`config.mk`:
```
export PLATFORM = sky130hd
export DESIGN_NAME = gecko_result_arbiter
export DESIGN_NICKNAME = d
export VERILOG_FILES = /design/src/rtl/gecko_result_arbiter.sv
export SDC_FILE = /design/constraint.sdc
export NUM_CORES = 1
export LEC_CHECK = 0
export BUFFER_PORTS_ARGS = -buffer_cell sky130_fd_sc_hd__buf_4
export CAP_MARGIN = 20
export CORE_ASPECT_RATIO = 0.75
export CORE_MARGIN = 10
export CORE_UTILIZATION = 44
export CTS_BUF_LIST = sky130_fd_sc_hd__clkbuf_8
export CTS_CLUSTER_DIAMETER = 40
export CTS_CLUSTER_SIZE = 12
export DETAILED_ROUTE_END_ITERATION = 8
export PLACE_DENSITY = 0.89
export SYNTH_ARGS = -nofsm -noshare
export SYNTH_HDL_FRONTEND = slang
export SYNTH_SLANG_ARGS = --single-unit
export TNS_END_PERCENT = 30
```
`constraint.sdc`:
```
create_clock -name clk -period 4.2 [get_ports clk]
set_input_delay 0.84 -clock clk [delete_from_list [all_inputs] [get_ports clk]]
set_output_delay 0.84 -clock clk [all_outputs]
set_load 0.02 [all_outputs]
```
`src/rtl/gecko_result_arbiter.sv`:
```
`default_nettype none
// ============================================================================
// Module      : gecko_result_arbiter
// Description : Merges PORTS result streams into one registered writeback
//               stream. Fixed-priority (ARB_MODE=0) or round-robin
//               (ARB_MODE=1) arbitration, one transfer per cycle, one cycle
//               latency. Per-port accepted-transfer counters are built only
//               when GECKO_RESULT_ARBITER_STATS_EN is defined; otherwise
//               grant_count reads as constant zero.
// Revision    : 1.0 - initial release
// ============================================================================
module gecko_result_arbiter #(
  parameter int  PORTS    = 3,
  parameter int  ARB_MODE = 0,
  parameter type T        = logic [31:0]
) (
  input  logic                       clk,
  input  logic                       rst,
  input  logic [PORTS-1:0]           results_in_valid,
  output logic [PORTS-1:0]           results_in_ready,
  input  T                           results_in_payload [PORTS],
  output logic                       result_out_valid,
  input  logic                       result_out_ready,
  output T                           result_out_payload,
  output logic [$clog2(PORTS)-1:0]   grant_index,
  output logic [31:0]                grant_count [PORTS]
);

  localparam int          c_IDX_W   = $clog2(PORTS);
  // One extra bit so rotated search positions (ptr + k) never overflow.
  localparam int          c_POS_W   = c_IDX_W + 1;
  localparam logic [31:0] c_CNT_MAX = 32'hFFFF_FFFF;

  logic               r_out_valid;
  T                   r_out_payload;
  logic [c_IDX_W-1:0] r_out_index;
  logic [c_IDX_W-1:0] r_rr_ptr;

  logic               w_load;
  logic               w_grant_valid;
  logic [c_IDX_W-1:0] w_grant_idx;
  logic [c_IDX_W-1:0] w_base;
  logic [c_POS_W-1:0] w_pos;

  // The output register may take a new entry when empty or being drained.
  assign w_load = !r_out_valid || result_out_ready;

  // Fixed priority searches from port 0; round-robin starts at the pointer.
  assign w_base = (ARB_MODE == 1) ? r_rr_ptr : '0;

  // Pick the first valid port in search order starting at w_base, wrapping.
  always_comb begin
    w_grant_valid = 1'b0;
    w_grant_idx   = '0;
    w_pos         = '0;
    for (int k = 0; k < PORTS; k++) begin
      w_pos = {1'b0, w_base} + c_POS_W'(k);
      if (w_pos >= c_POS_W'(PORTS)) begin
        w_pos = w_pos - c_POS_W'(PORTS);
      end
      if (!w_grant_valid && results_in_valid[w_pos[c_IDX_W-1:0]]) begin
        w_grant_valid = 1'b1;
        w_grant_idx   = w_pos[c_IDX_W-1:0];
      end
    end
  end

  // Only the granted port sees ready, and only while the output can load.
  for (genvar gi = 0; gi < PORTS; gi++) begin : g_ready
    assign results_in_ready[gi] = !rst && w_load && w_grant_valid &&
                                  (w_grant_idx == c_IDX_W'(gi));
  end

  // Output entry: capture the granted payload, or empty out when idle.
  always_ff @(posedge clk) begin
    if (rst) begin
      r_out_valid   <= 1'b0;
      r_out_payload <= '0;
      r_out_index   <= '0;
    end else if (w_load) begin
      r_out_valid <= w_grant_valid;
      if (w_grant_valid) begin
        r_out_payload <= results_in_payload[w_grant_idx];
        r_out_index   <= w_grant_idx;
      end
    end
  end

  // Round-robin pointer moves just past the winner after every grant.
  always_ff @(posedge clk) begin
    if (rst) begin
      r_rr_ptr <= '0;
    end else if (w_load && w_grant_valid) begin
      if (w_grant_idx == c_IDX_W'(PORTS - 1)) begin
        r_rr_ptr <= '0;
      end else begin
        r_rr_ptr <= w_grant_idx + c_IDX_W'(1);
      end
    end
  end

  assign result_out_valid   = r_out_valid;
  assign result_out_payload = r_out_payload;
  assign grant_index        = r_out_index;

`ifdef GECKO_RESULT_ARBITER_STATS_EN
  for (genvar gi = 0; gi < PORTS; gi++) begin : g_stats
    logic [31:0] r_count;

    // Saturating count of accepted input handshakes on this port.
    always_ff @(posedge clk) begin
      if (rst) begin
        r_count <= '0;
      end else if (results_in_valid[gi] && results_in_ready[gi] &&
                   (r_count != c_CNT_MAX)) begin
        r_count <= r_count + 32'd1;
      end
    end

    assign grant_count[gi] = r_count;
  end
`else
  for (genvar gi = 0; gi < PORTS; gi++) begin : g_no_stats
    assign grant_count[gi] = 32'd0;
  end
`endif

endmodule
`default_nettype wire

```
==> impl_metrics.csv, run 1 <==
group,metric,value,unit
floorplanning,dieArea,0.0104,mm²
timing,finalSetupViolCount,0,
cts,cts_tree,"done",
route,antenna_left,0,
status,status,"finished, final reports clean",
route,avgViaCountPerCell,5.02,
timing,fmax,306,MHz
pwr,max-vdd-ir-drop,0.215,mV
setup_path,crit_required,3360,ps
synth,avgSynthCellArea,7.79,µm²
timing,clock-skew-final,8.25,ps
pwr,power_density,278,mW/mm²
pwr,p_leak,0.00174,µW
timing,fin_crit,3260,ps
floorplanning,die_h,90.7,µm
route,finalWirelength,10200,µm
timing,fin_crit_sh,77.7,%
setup_path,start_kind,"input port",
final_layout,final_common_cell,"buf_4",
timing,rsz0062_at_grt,"false",
hold_path,hold_path_depth,2,
synth,ys_types,28,
timing,setup_ws,936,ps
cts,cts.clk_slew.worst_paths,80,ps
final_layout,n_antenna_cell,0,
route,routedWlPerCell,17.7,µm
route,dr.pass1.iters,6,
cts,numCtsBuffers,5,
synth,synth-seq-cells,35,
synth,netlist_area,0.00293,mm²
cts,post_cts_resized,0,
cts,cts_num_sinks,35,
cts,post-cts-setup-buffers,0,
setup_path,worst-path-stages,5,
placement,port_buffers,139,
final_layout,final_cell_mix,"buf_4, conb_1, nand2_1, a21oi_1, dfxtp_1",
synth,synth_seq_area_share,23.9,%
final_layout,fin_util,57.4,%
setup_path,crit_path_top_delay_cell,"or3_1",
setup_path,worst_path_most_repeated_cell,"buf_4",
cts,cts.hold.buffers_added,0,
setup_path,reg2regPathDepth,4,
setup_path,path_cells,"buf_4 -> or3_1 -> nand3_4 -> nor2_1 -> buf_4",
flow_run,cap_violations,0,
cts,htreeDepth,2,
floorplanning,initial_utilization,45.9,%
global_route,grt_max_degree,61,
setup_path,path_delay_family,"simple AND/OR/NAND/NOR gates",
timing,final_hold_viol_count,0,
hold_path,hold_class,"flop to flop",
placement,dpl_worst_slack,946,ps
placement,dp_hpwl,8000,µm
final_layout,layout-drive-gt1-share,37.6,%
timing,max-slew-margin-rel,52.2,%
setup_path,slowest_delay,430,ps
global_route,antenna_found_initial,0,
timing,tightest_slew,716,ps
setup_path,critPathMaxFanout,60,
final_layout,area_growth,25.1,%
cts,clock_path_buffers,2,
floorplanning,fp.coreArea,0.00638,mm²
setup_path,cp.arrival,2420,ps
placement,routabilityCongestion,0.785,
final_layout,fin_nets,596,
floorplanning,die_w,114,µm
global_route,grt_pass1_vias,2831,
cts,root_buffer,"clkbuf_8",
synth,synthCells,376,
cts,clock_latency,280,ps
global_route,grt_overflow,0,
global_route,track_usage,17.3,%
timing,maxSlewViolCount,0,
synth,yosys_warnings,0,
timing,fin_setup_tns,0,ps
route,drc,0,
floorplanning,num_io_pins,236,
route,vias,2891,
setup_path,crit_buf_inv,2,
setup_path,crit_type,"input port to primary output",
route,drtIter0Drc,185,
floorplanning,std_cell_rows,25,
global_route,grt_pass1_wl,15000,µm
setup_path,cp-end-kind,"primary output",
[flip-flops by register name (all words and copies together) (netlist names)]
register            flops
result_out_payload     32
grant_index             2
result_out_valid        1
[path summary, 6_finish.rpt]
check | startpoint | to | slack, ps
worst max register to register | result_out_valid | result_out_payload[19] | 2500
worst max-delay path | results_in_valid[2] | results_in_ready[2] | 940
worst min-delay path | result_out_payload[24] | result_out_payload[24] | 480
worst min register to register | result_out_payload[24] | result_out_payload[24] | 480
[synth_stat cells]
library cell,count,share of area [%]
or3b_2,8,2.4
nor2_1,4,0.51
dfxtp_1,35,24
o22ai_1,23,4.9
o21ai_0,2,0.34
conb_1,1,0.13
or3b_1,15,4.5
nand3b_1,9,2.3
nand2b_1,2,0.43
a21oi_1,35,6.0
nand3_1,2,0.34
inv_1,1,0.13
or3_1,1,0.21
nand3_4,1,0.60
nor3_2,1,0.34
o32ai_1,23,6.9
nor2b_1,1,0.21
nand2_1,42,5.4
o21bai_2,1,0.38
or2_2,23,4.9
buf_6,2,0.77
inv_2,1,0.13
clkbuf_1,14,1.8
buf_4,100,26
nor3_1,1,0.17
a21o_1,9,2.3
buf_2,10,1.7
a311oi_1,9,2.7
[cell type report]
| type | count | area (µm²) |
|---|---|---|
| fill | 595 | 2720 |
| inverter | 2 | 7.51 |
| timing repair buffer | 142 | 1070 |
| clock buffer | 5 | 68.8 |
| multi-input combinational | 308 | 1700 |
| tap | 81 | 101 |
| sequential | 35 | 701 |
| clock inverter | 3 | 15.0 |
[logic make-up after synthesis]
family	Yosys count	synth area share, %
DFF	35	23.9
other	1	0.128
buffers and inverters	128	30.2
and+or+nand+nor	110	22.3
AOI/OAI and AO/OA	102	23.5
[worst reg2reg max path: cells and delay by family, from the launching register on]
family / cells / cell delay [ps]
compound gates: 1 / 120
buf+inv: 1 / 360
flops: 1 / 330
simple gates: 2 / 750
[metrics by stage]
step / std cells / total power, µW / cell area, µm² / hold WS (ps)
floorplan: 471 / 691 / 3290 / 549
global placement: 568 / 766 / 3580 / 460
detailed placement: 568 / 774 / 3580 / 465
CTS: 576 / 1020 / 3660 / 478
global route: 576 / 1070 / 3660 / 488
finish: 576 / 1020 / 3660 / 478
[metal layers]
layer / GRT usage, % / wire length (µm) / vias to the layer above
met5: 0 / 0 / -
met4: 3.65 / 97 / 0
met3: 6.04 / 912 / 8
met2: 30.7 / 5250 / 141
met1: 19.1 / 3910 / 1370
li1: - / - / 1372
[where the power goes]
part	internal, µW	switching, µW
clock network	114	132
registers	363	18.0
logic	156	236
Power figures use the tool's default switching activity.
==> run 2, diff against run 1 <==
--- a/config.mk
+++ b/config.mk
@@ -5,16 +5,17 @@
 export SDC_FILE = /design/constraint.sdc
 export NUM_CORES = 1
 export LEC_CHECK = 0
+export ABC_AREA = 1
 export BUFFER_PORTS_ARGS = -buffer_cell sky130_fd_sc_hd__buf_4
 export CAP_MARGIN = 20
 export CORE_ASPECT_RATIO = 0.75
 export CORE_MARGIN = 10
-export CORE_UTILIZATION = 44
+export CORE_UTILIZATION = 36
 export CTS_BUF_LIST = sky130_fd_sc_hd__clkbuf_8
 export CTS_CLUSTER_DIAMETER = 40
 export CTS_CLUSTER_SIZE = 12
 export DETAILED_ROUTE_END_ITERATION = 8
-export PLACE_DENSITY = 0.89
+export PLACE_DENSITY = 0.8
 export SYNTH_ARGS = -nofsm -noshare
 export SYNTH_HDL_FRONTEND = slang
 export SYNTH_SLANG_ARGS = --single-unit
==> constraint.sdc (replaced) <==
create_clock -name clk -period 3 [get_ports clk]
set_input_delay 0.6 -clock clk [delete_from_list [all_inputs] [get_ports clk]]
set_output_delay 0.6 -clock clk [all_outputs]
set_load 0.02 [all_outputs]
==> run 2 against run 1 <==
Compared with the run above: clock skew is 6.1 ps lower; critical path type unchanged; sequential share of layout area is 0.68 points higher; synthesized cell count is 14% higher; first-iteration DRC count is 54% lower; final area is 3.4% lower; non-clock buffer count is 1 higher; via count is 3.4% lower; combinational power is 31% higher; largest power group is now sequential cells; total power is 33% higher; routed wire length is 8.3% lower; utilization is 9.2 points lower.
==> impl_metrics.csv, run 2 <==
group,metric,value,unit
status,status,"finished, final reports clean",
final_layout,area_growth,30.3,%
final_layout,regArea,701,µm²
floorplanning,die_w,120,µm
placement,dpl_worst_slack,497,ps
setup_path,crit_type,"input port to primary output",
final_layout,final_cell_mix,"nand2_1, buf_4, conb_1, nand3_1, dfxtp_1",
global_route,grt_use_met2,26.7,%
synth,synth_seq_area_share,25.8,%
setup_path,crit_required,2400,ps
placement,port_buffers,139,
final_layout,n_antenna_cell,0,
pwr,power_density,384,mW/mm²
hold_path,hold_path_depth,2,
setup_path,path_cells,"buf_4 -> nor2_1 -> inv_1 -> nand2_4 -> nor2_8 -> nand2_1 -> inv_1 -> buf_4",
synth,synth-edff-count,0,
setup_path,start_kind,"input port",
setup_path,worst-path-stages,8,
synth,yosys_warnings,0,
route,dr.pass1.iters,4,
timing,tightest_slew,651,ps
timing,final_hold_viol_count,0,
pwr,p_comb_share,37.7,%
floorplanning,initial_utilization,37.0,%
setup_path,reg2regPathDepth,6,
timing,maxSlewViolCount,0,
synth,synth_area_leaders,"buf_4, dfxtp_1, nand2_1",
hold_path,hold_class,"flop to flop",
global_route,grt_max_degree,34,
cts,numCtsBuffers,5,
cts,cts.hold.buffers_added,0,
route,drtIter0Drc,86,
synth,ys_top_cells_by_count,"nand2_1, buf_4, nand3_1, dfxtp_1, nor2_1",
floorplanning,num_io_pins,236,
pwr,p_total,1360,µW
placement,routabilityCongestion,0.835,
cts,clock_path_buffers,2,
timing,fin_setup_tns,0,ps
setup_path,crit_path_top_delay_cell,"nor2_8",
final_layout,fin_nets,662,
route,vias,2793,
cts,root_buffer,"clkbuf_8",
final_layout,largest_register_ffs,32,
final_layout,fin_util,48.3,%
global_route,grt_pass1_wl,13700,µm
pwr,power.internal,848,µW
floorplanning,dieArea,0.0114,mm²
synth,synth_top_area_share,27.4,%
global_route,grt_overflow,0,
placement,dp_hpwl,7760,µm
floorplanning,fp.coreArea,0.00733,mm²
global_route,grtUsageMet3,6.26,%
synth,ys_types,21,
synth,avgSynthCellArea,6.31,µm²
timing,fin_crit_sh,83.2,%
cts,clock_latency,280,ps
synth,synthMostInstantiatedCell,"nand2_1",
flow_run,cap_violations,0,
final_layout,final_area,0.00354,mm²
synth,synth-seq-cells,35,
pwr,p_sw,511,µW
synth,ys.flop_type,"dfxtp_1",
synth,netlist_area,0.00271,mm²
route,routedWlPerCell,14.1,µm
global_route,grt_pass1_vias,2785,
cts,post_cts_resized,0,
global_route,track_usage,14.6,%
global_route,busiest_layer,"met2",
synth,synthArstFlopShare,0,%
synth,synth.largest_area_cell,"buf_4",
pwr,seqPwrFrac,38.7,%
synth,synthCells,430,
timing,rsz0062_at_grt,"false",
route,finalWirelength,9320,µm
setup_path,slowest_delay,320,ps
pwr,switching_share,37.6,%
route,antenna_left,0,
cts,cts.clk_slew.worst_paths,70,ps
route,avgViaCountPerCell,4.22,
global_route,met1_usage,15.2,%
floorplanning,std_cell_rows,27,
timing,fmax,401,MHz
placement,dpl_cell_area,0.00346,mm²
final_layout,layout-drive-gt1-share,28.0,%
pwr,max-vdd-ir-drop,0.156,mV
setup_path,crit_buf_inv,4,
setup_path,path_delay_family,"simple AND/OR/NAND/NOR gates",
final_layout,multi_input_area,0.00148,mm²
cts,htreeDepth,2,
cts,post-cts-setup-buffers,0,
cts,cts_tree,"done",
global_route,antenna_found_initial,0,
floorplanning,die_h,95.2,µm
cts,cts_num_sinks,35,
timing,max-slew-margin-rel,56.5,%
timing,fin_crit,2500,ps
setup_path,cp-end-kind,"primary output",
pwr,clkPwrFrac,23.6,%
setup_path,cp.arrival,1900,ps
final_layout,fillers,775,
timing,finalSetupViolCount,0,
setup_path,critPathMaxFanout,26,
timing,clock-skew-final,2.19,ps
route,drc,0,
timing,setup_ws,505,ps
final_layout,final_common_cell,"nand2_1",
pwr,p_leak,0.00208,µW
## run 2: cell count changes after synthesis, sizes merged, moves of 17 or more
cell,delta
inv,+17
o32ai,-23
a21oi,-34
nand2,+117
nand3,+70
or2,-23
or3b,-23
o22ai,-23
nor2,+19
## run 2: layer usage
layer  share of wire (%)  vias to the layer above
li1                    -                     1396
met2                  51                      156
met4                 1.1                        0
met5                   0                        -
met3                  11                        6
met1                  37                     1235
## run 2: through the flow
| stage | cells | hold slack (ps) |
|---|---|---|
| floorplan | 525 | 523 |
| global placement | 654 | 436 |
| detailed placement | 654 | 435 |
| CTS | 662 | 453 |
| global route | 662 | 472 |
| finish | 662 | 453 |
## run 2: logic make-up after synthesis
logic type,count (synthesis),share of synthesized area (%)
and+or+nand+nor,256,40.2
buffers and inverters,135,32.8
DFF,35,25.8
AOI/OAI and AO/OA,3,1.11
other,1,0.138
## run 2: final timing paths
kind,start,to,slack [ps]
worst max-delay path,result_out_ready,results_in_ready[1],500
worst min-delay path,grant_index[0],grant_index[0],450
worst max register to register,result_out_valid,result_out_payload[31],1340
worst min register to register,grant_index[0],grant_index[0],450
## run 2: layout make-up
cell class,instances,share of cell area (%)
Sequential cell,35,19.8
Timing Repair Buffer,143,30.4
Clock buffer,5,1.95
Inverter,20,2.12
Clock inverter,3,0.354
Multi-Input combinational cell,355,41.8
Tap cell,101,3.57
## run 2: power groups by stage
stage | Clock [µW] | Sequential [µW] | Combinational, µW
detailed placement | 0 | 535 | 507
floorplan | 0 | 583 | 345
global placement | 0 | 534 | 501
finish | 321 | 525 | 512
global route | 358 | 530 | 557
CTS | 340 | 525 | 508
## run 2: worst reg2reg max path: cells and delay by family, from the launching register on
kind / cells / cell delay (ps)
simple gates: 3 / 400
compound gates: 1 / 600
buf+inv: 2 / 280
flops: 1 / 330
==> run 3, diff against run 2 <==
--- a/config.mk
+++ b/config.mk
@@ -10,12 +10,12 @@
 export CAP_MARGIN = 20
 export CORE_ASPECT_RATIO = 0.75
 export CORE_MARGIN = 10
-export CORE_UTILIZATION = 36
+export CORE_UTILIZATION = 40
 export CTS_BUF_LIST = sky130_fd_sc_hd__clkbuf_8
 export CTS_CLUSTER_DIAMETER = 40
 export CTS_CLUSTER_SIZE = 12
 export DETAILED_ROUTE_END_ITERATION = 8
-export PLACE_DENSITY = 0.8
+export PLACE_DENSITY = 0.84
 export SYNTH_ARGS = -nofsm -noshare
 export SYNTH_HDL_FRONTEND = slang
 export SYNTH_SLANG_ARGS = --single-unit
==> constraint.sdc (replaced) <==
create_clock -name clk -period 2.41 [get_ports clk]
set_input_delay 0.482 -clock clk [delete_from_list [all_inputs] [get_ports clk]]
set_output_delay 0.482 -clock clk [all_outputs]
set_load 0.02 [all_outputs]
==> run 3 against run 2 <==
Compared with the run above: non-clock buffer count is 3 higher; count of clock-buffer cells in the layout is 1 higher; combinational power is 26% higher; clock skew is 1.3 ps higher; setup slack worse by 190 ps; first-iteration DRC count is 97% higher; cell count is 2.6% lower; final area is 0.96% higher; register-to-register slack worse by 590 ps; die area is 8.2% lower; routed wire length is 3.1% higher; critical endpoint is now results_in_ready[2].
==> impl_metrics.csv, run 3 (synthesis results as in run 2) <==
group,metric,value,unit
status,status,"finished, final reports clean",
final_layout,area_growth,31.6,%
setup_path,path_delay_family,"simple AND/OR/NAND/NOR gates",
global_route,grt_pass1_vias,2857,
pwr,switching_share,34.6,%
timing,rsz0062_at_grt,"false",
placement,dp_hpwl,8060,µm
pwr,p_comb_share,35.0,%
setup_path,crit_required,1930,ps
setup_path,start_kind,"input port",
pwr,p_leak,0.00210,µW
global_route,antenna_found_initial,0,
cts,clock_path_buffers,2,
global_route,grt_pass1_wl,14300,µm
placement,port_buffers,139,
floorplanning,num_io_pins,236,
setup_path,crit_path_top_delay_cell,"nand2_2",
global_route,grt_max_degree,33,
pwr,clkPwrFrac,29.3,%
timing,max-slew-margin-rel,56.7,%
placement,routabilityCongestion,0.817,
cts,htreeDepth,2,
setup_path,slowest_delay,230,ps
final_layout,n_antenna_cell,0,
cts,cts_num_sinks,35,
setup_path,path_cells,"buf_4 -> inv_1 -> nand2_2 -> nand2_4 -> nor2_8 -> nand2_1 -> inv_1 -> buf_4",
timing,maxSlewViolCount,0,
route,vias,2811,
timing,finalSetupViolCount,0,
route,dr.pass1.iters,4,
pwr,power_density,514,mW/mm²
pwr,p_sw,636,µW
floorplanning,std_cell_rows,25,
cts,post_cts_resized,0,
setup_path,crit_buf_inv,4,
route,routedWlPerCell,14.9,µm
final_layout,final_cell_mix,"nand2_1, buf_4, conb_1, nand3_1, dfxtp_1",
hold_path,hold_class,"flop to flop",
final_layout,largest_register_ffs,32,
route,drc,0,
setup_path,critPathMaxFanout,12,
cts,root_buffer,"clkbuf_8",
flow_run,cap_violations,0,
floorplanning,initial_utilization,42.1,%
route,avgViaCountPerCell,4.36,
cts,cts.clk_slew.worst_paths,70,ps
cts,numCtsBuffers,5,
timing,fmax,477,MHz
timing,setup_ws,315,ps
route,drtIter0Drc,169,
timing,tightest_slew,647,ps
floorplanning,die_w,115,µm
timing,fin_crit,2090,ps
final_layout,final_common_cell,"nand2_1",
route,finalWirelength,9610,µm
timing,clock-skew-final,3.51,ps
route,antenna_left,0,
global_route,track_usage,16.5,%
pwr,seqPwrFrac,35.6,%
timing,fin_crit_sh,86.9,%
floorplanning,dieArea,0.0105,mm²
cts,post-cts-setup-buffers,0,
timing,fin_setup_tns,0,ps
setup_path,crit_type,"input port to primary output",
pwr,max-vdd-ir-drop,0.240,mV
final_layout,fin_nets,665,
placement,dpl_worst_slack,315,ps
floorplanning,fp.coreArea,0.00644,mm²
cts,cts.hold.buffers_added,0,
cts,clock_latency,270,ps
final_layout,layout-drive-gt1-share,28.7,%
setup_path,cp.arrival,1610,ps
setup_path,cp-end-kind,"primary output",
pwr,power.internal,1200,µW
timing,final_hold_viol_count,0,
cts,cts_tree,"done",
global_route,grt_overflow,0,
floorplanning,die_h,91.3,µm
run 3: cell types whose count changed in the layout (fill, tap and decap cells not counted), sizes merged:
cell,delta
buf,+3
bufinv,+1
clkbuf,+1
inv,-2
run 3: power groups by stage:
stage	combinational (µW)	sequential [µW]	clock [µW]
4_1_cts	636	654	553
3_5_place_dp	634	667	0
3_3_place_gp	627	664	0
2_1_floorplan	430	725	0
5_1_grt	701	660	577
6_report	643	654	539
run 3: final timing paths:
kind	startpoint	end	slack [ps]	cells past startpoint
setup / recovery	results_in_valid[2]	results_in_ready[2]	320	8
hold / removal	result_out_payload[31]	result_out_payload[31]	460	2
setup reg to reg	result_out_valid	result_out_payload[18]	750	7
hold reg to reg	result_out_payload[31]	result_out_payload[31]	460	2
run 3: final cells by class:
cell class | count | area (µm²)
Clock buffer | 6 | 82.6
Clock inverter | 2 | 35.0
Fill cell | 627 | 2870
Inverter | 20 | 75.1
Multi-Input combinational cell | 355 | 1480
Sequential cell | 35 | 701
Tap cell | 81 | 101
Timing Repair Buffer | 146 | 1100
run 3: through the flow:
step / instances / utilization, % / cell area, µm² / hold WS [ps] / total power, µW
finish: 645 / 55.4 / 3570 / 456 / 1840
global route: 645 / 55.4 / 3570 / 471 / 1940
CTS: 645 / 55.4 / 3570 / 459 / 1840
detailed placement: 637 / 53.6 / 3450 / 445 / 1300
global placement: 637 / 53.6 / 3450 / 438 / 1290
floorplan: 525 / - / 3070 / 523 / 1160
run 3: worst reg2reg max path, stage by stage (launching register included):
cell,delay [ps]
dfxtp_1,340
inv_1,40
nor2_1,140
inv_1,100
buf_4,190
a21oi_4,550
nand2_1,150
nand2_1,110
run 3: routing by layer:
| metal | vias up | part of all wire (%) | wire [µm] | global-route usage [%] |
|---|---|---|---|---|
| met2 | 156 | 51 | 4880 | 30.1 |
| met5 | - | 0 | 0 | 0 |
| met1 | 1244 | 37 | 3510 | 17.1 |
| met3 | 6 | 12 | 1120 | 6.90 |
| met4 | 0 | 1.0 | 97 | 3.29 |
| li1 | 1405 | - | - | - |
